**config.mk**
```make
export PLATFORM = sky130hd
export DESIGN_NAME = if_fetch_unit
export DESIGN_NICKNAME = d
export VERILOG_FILES = /design/src/rtl/if_fetch_unit_pkg.sv /design/src/rtl/if_fetch_unit.sv
export SDC_FILE = /design/constraint.sdc
export NUM_CORES = 1
export LEC_CHECK = 0
export BUFFER_PORTS_ARGS = -buffer_cell sky130_fd_sc_hd__buf_2
export CAP_MARGIN = 20
export CORE_MARGIN = 8
export CORE_UTILIZATION = 49
export CTS_BUF_LIST = sky130_fd_sc_hd__clkbuf_8
export DETAILED_ROUTE_END_ITERATION = 10
export GPL_ROUTABILITY_DRIVEN = 1
export PLACE_DENSITY = 0.78
export SYNTH_ARGS = -nofsm -noshare
export SYNTH_HDL_FRONTEND = slang
export SYNTH_SLANG_ARGS = --single-unit
```
**constraint.sdc**
```tcl
create_clock -name clk -period 4.2 [get_ports clk]
set_clock_uncertainty 0.1 [all_clocks]
set_input_delay 0.63 -clock clk [delete_from_list [all_inputs] [get_ports clk]]
set_output_delay 0.63 -clock clk [all_outputs]
set_load 0.05 [all_outputs]
```
**src/rtl/if_fetch_unit_pkg.sv**
```systemverilog
// Shared definitions for the instruction fetch stage: default reset PC,
// bubble instruction, FSM state encoding and address helpers.
package if_fetch_unit_pkg;

  localparam logic [31:0] DEFAULT_RESET_PC = 32'h0000_0000;
  localparam logic [31:0] DEFAULT_NOP_INSN = 32'h0000_0013;

  typedef enum logic [1:0] {
    REQ  = 2'd0,
    WAIT = 2'd1,
    DROP = 2'd2
  } fetch_state_t;

  // Clear the byte offset of a fetch target.
  function automatic logic [31:0] word_align(input logic [31:0] addr);
    return addr & ~32'd3;
  endfunction

endpackage

```
**src/rtl/if_fetch_unit.sv**
```systemverilog
// RV32I instruction fetch stage: owns the PC, issues single-outstanding
// instruction memory requests, and holds a one-entry output buffer that
// honours the hazard-unit stall. Redirects discard wrong-path fetches.
module if_fetch_unit
  import if_fetch_unit_pkg::*;
#(
  parameter logic [31:0] RESET_PC = DEFAULT_RESET_PC,
  parameter logic [31:0] NOP_INSN = DEFAULT_NOP_INSN
) (
  input  logic        clk,
  input  logic        reset,
  input  logic        stall,
  input  logic        redirect,
  input  logic [31:0] redirect_pc,
  output logic        imem_req,
  output logic [31:0] imem_addr,
  input  logic        imem_ready,
  input  logic        imem_rvalid,
  input  logic [31:0] imem_rdata,
  output logic [31:0] if_instruction,
  output logic [31:0] if_pc_plus_4,
  output logic        if_valid
);

  fetch_state_t state_q, state_d;
  logic [31:0]  pc_q;
  logic [31:0]  inst_q;
  logic [31:0]  pc4_q;
  logic         valid_q;

  logic         accept;
  logic         fill;
  logic [31:0]  pc_plus_4;

  assign accept    = imem_req && imem_ready;
  // A response is kept only when waiting on a live request and no redirect
  // has made it wrong-path in the same cycle.
  assign fill      = (state_q == WAIT) && imem_rvalid && !redirect;
  assign pc_plus_4 = pc_q + 32'd4;

  // FSM state register
  always_ff @(posedge clk) begin
    if (reset) state_q <= REQ;
    else       state_q <= state_d;
  end

  // FSM next-state: track whether an accepted request is live or stale
  always_comb begin
    state_d = state_q;
    case (state_q)
      REQ: begin
        if (accept) state_d = redirect ? DROP : WAIT;
      end
      WAIT: begin
        if (redirect)         state_d = imem_rvalid ? REQ : DROP;
        else if (imem_rvalid) state_d = REQ;
      end
      DROP: begin
        if (imem_rvalid) state_d = REQ;
      end
      default: state_d = REQ;
    endcase
  end

  // FSM outputs and buffer presentation
  always_comb begin
    imem_req       = !reset && (state_q == REQ) && (!valid_q || !stall);
    imem_addr      = pc_q;
    if_valid       = valid_q;
    if_instruction = valid_q ? inst_q : NOP_INSN;
    if_pc_plus_4   = valid_q ? pc4_q  : '0;
  end

  // PC and output buffer: redirect wins over fill, fill over consume
  always_ff @(posedge clk) begin
    if (reset) begin
      pc_q    <= RESET_PC;
      valid_q <= 1'b0;
      inst_q  <= '0;
      pc4_q   <= '0;
    end else begin
      if (redirect)  pc_q <= word_align(redirect_pc);
      else if (fill) pc_q <= pc_plus_4;

      if (redirect)    valid_q <= 1'b0;
      else if (fill)   valid_q <= 1'b1;
      else if (!stall) valid_q <= 1'b0;

      if (fill) begin
        inst_q <= imem_rdata;
        pc4_q  <= pc_plus_4;
      end
    end
  end

endmodule
```
==> impl_metrics.yaml <==
outcome:
  outcome: "finished, final reports clean"
timing:
  final_period_minus_worst_setup_slack_ns: 2.91
  worst-slew-pin-transition_ns: 0.994
  number_of_hold_violations_in_the_final_report: 0
  timing_max_transition_violations_final: 0
  timing.max_slew.rel_slack_pct: 33.7
  rsz0062_at_grt: "no"
  report.final.setup_viol: 0
  timing.fmax_mhz: 344
  totalNegativeSetupSlack_ns: 0
  post_route_fraction_of_the_period_consumed_by_the_critical_path_pct: 69.2
synthesis:
  yosysTopAreaCellShare_pct: 39.3
  synth_area_leader_cell: "sky130_fd_sc_hd__dfxtp_1"
  ys_top_cells_by_area: "sky130_fd_sc_hd__dfxtp_1, sky130_fd_sc_hd__and2_1, sky130_fd_sc_hd__nand2_1, sky130_fd_sc_hd__a211oi_1, sky130_fd_sc_hd__nor2_1"
  syn_inst: 616
  syn_area_per_cell_um2: 7.86
  synth_edf_count: 0
  ys_types: 44
  syn_area_um2: 4840
  synthArstFlopShare_pct: 0
  synth-main-ff-cell: "sky130_fd_sc_hd__dfxtp_1"
  ys_ff_latch: 95
  synthesis.yosys.warnings: 0
  ys_seq_area_share_pct: 39.3
setup_path:
  worst-setup-path-type: "register to register"
  timing.critical_path.required_ns: 4.36
  critical_path.max_fanout: 16
  rrSetupSlack_ns: 1.29
  nature_of_the_critical_path_endpoint: "register"
  max_stage_delay_ns: 0.80
  timing.critical_path.arrival_ns: 3.06
  sequence_of_cells_on_the_critical_path: "ha_1 -> nand3_1 -> or4_1 -> or4_1 -> a311oi_1"
  crit_path_start_kind: "register"
  worst_path_most_repeated_cell: "sky130_fd_sc_hd__or4_1"
  crit_path_top_delay_cell: "sky130_fd_sc_hd__or4_1"
floorplan:
  dieHeight_um: 115
  num_io_pins: 168
  initial_core_util_pct: 50.0
  std_cell_rows: 36
  design.die.area_um2: 13300
  core_area_um2: 9680
  floorplan.die.width_um: 115
place:
  io_buffer_count: 161
  gpl.final_weighted_congestion: 0.814
  detailedPlacementHpwl_um: 10100
clock_network:
  ctsRootBufferMaster: "sky130_fd_sc_hd__clkbuf_8"
  clock_sink_count: 95
  cts.htree.levels: 3
  clock_tree_from_tritoncts: "built"
  clock_latency_ns: 0.36
  cts.clk_slew.worst_paths_ns: 0.09
  hold_buffer_count_at_cts: 0
  cts.repair.resized: 0
  postCtsSetupRepairBufs: 0
  cts_inserted_buffers: 9
  clk_path_buf_depth: 2
layout:
  most-common-layout-cells: "sky130_fd_sc_hd__buf_2, sky130_fd_sc_hd__dfxtp_1, sky130_fd_sc_hd__nand2_1"
  fraction_of_final_layout_cells_with_drive_strength_greater_than_1_pct: 25.3
  layout-area-overhead-vs-synth_pct: 20.5
  layout.nets: 810
  insertedDiodeCount: 0
  final_common_cell: "sky130_fd_sc_hd__buf_2"
  fin_util_pct: 60.2
routing:
  detail_route.wirelength_um: 14100
  routed-via-count: 4835
  avgViaCountPerCell: 5.51
  wl_per_cell_um: 16.0
  detail_route.first_pass.iterations: 5
  ant_nets: 0
  detailedRoute.firstIterationViolations: 410
  drc: 0
grt:
  gr_ovfl_total: 0
  grt_pass1_wl_um: 21900
  grt.total_usage_pct: 20.4
  antenna_found_initial: 0
  grt_max_degree: 96
  number_of_global_route_vias_before_repair: 4474
pwr:
  leakage_nw: 2.31
  power_density_nw_per_um2: 307
  power.ir.vdd_worst_uv: 177
flow_run:
  max_cap_viol_count: 0
hold_path:
  hold_path.class: "register to register"
## path summary, 6_finish.rpt
kind,startpoint,cells past startpoint,to
setup / recovery,imem_addr[2],5,imem_addr[22]
hold / removal,inst_q[0],2,inst_q[0]
setup reg to reg,imem_addr[2],5,imem_addr[22]
hold reg to reg,inst_q[0],2,inst_q[0]
## cells in the mapped netlist (11+ instances only)
| cell | count |
|---|---|
| sky130_fd_sc_hd__nand2_1 | 82 |
| sky130_fd_sc_hd__a211oi_1 | 31 |
| sky130_fd_sc_hd__or4_1 | 15 |
| sky130_fd_sc_hd__dfxtp_1 | 95 |
| sky130_fd_sc_hd__nor3_1 | 11 |
| sky130_fd_sc_hd__xnor2_1 | 16 |
| sky130_fd_sc_hd__nor4_1 | 11 |
| sky130_fd_sc_hd__a21oi_1 | 40 |
| sky130_fd_sc_hd__or3_1 | 12 |
| sky130_fd_sc_hd__clkbuf_1 | 48 |
| sky130_fd_sc_hd__a311oi_1 | 18 |
| sky130_fd_sc_hd__nor2_1 | 58 |
| sky130_fd_sc_hd__and2_1 | 60 |
| sky130_fd_sc_hd__o21ai_0 | 15 |
## flip-flops by register name (all words and copies together), names as in the netlist
name       cells
if_valid       1
imem_addr     30
state_q        2
inst_q        32
pc4_q         30
## cell type report
type | count | area [um2]
Clock inverter | 5 | 33.8
Clock buffer | 11 | 151
Tap cell | 133 | 166
Inverter | 8 | 30.0
Multi-Input combinational cell | 456 | 2690
Fill cell | 888 | 3850
Sequential cell | 95 | 1900
Timing Repair Buffer | 169 | 866
## power breakdown
part           internal [W]  total [W]  switching [W]  leakage (nW)
clock              0.000248   0.000563       0.000315         0.103
sequential         0.000930   0.000978      0.0000479         0.774
combinational     0.0000796   0.000249       0.000169          1.44
total               0.00126    0.00179       0.000532          2.31
## metrics by stage
stage / cell area (um2) / total power [W] / std cells / hold slack [ns] / setup slack (ns)
after floorplan: 4850 / 0.00117 / 619 / 0.331 / 0.0900
final: 5830 / 0.00179 / 877 / 0.355 / 1.29
after global routing: 5830 / 0.00187 / 877 / 0.375 / 1.04
after detailed placement: 5650 / 0.00125 / 861 / 0.342 / 1.33
after CTS: 5830 / 0.00180 / 877 / 0.356 / 1.30
after global placement: 5650 / 0.00124 / 861 / 0.337 / 1.40
## cells by family after synthesis
logic type | after synthesis | share of synthesized area (%)
buffers and inverters | 68 | 5.68
AO/OA/AOI/OAI | 136 | 19.0
AND/OR/NAND/NOR | 289 | 31.0
other | 1 | 0.0774
flip-flops | 95 | 39.3
XOR/XNOR | 26 | 4.70
adder cells (fa/ha/maj) | 1 | 0.258
## metal layers
layer | up-vias | global-route usage (%) | share of wire (%)
met4 | 0 | 9.81 | 2.8
met1 | 2206 | 25.2 | 44
met2 | 180 | 33.0 | 46
met5 | - | 0 | 0
li1 | 2420 | - | -
met3 | 29 | 4.33 | 7.2
## critical path, delay by kind of cell, from the launching register on
| family | cells | cell delay, ns |
|---|---|---|
| simple gates | 3 | 1.71 |
| fa+ha+maj | 1 | 0.25 |
| compound gates | 1 | 0.27 |
| flops | 1 | 0.48 |
No activity file was read; power rests on OpenSTA's default activity.
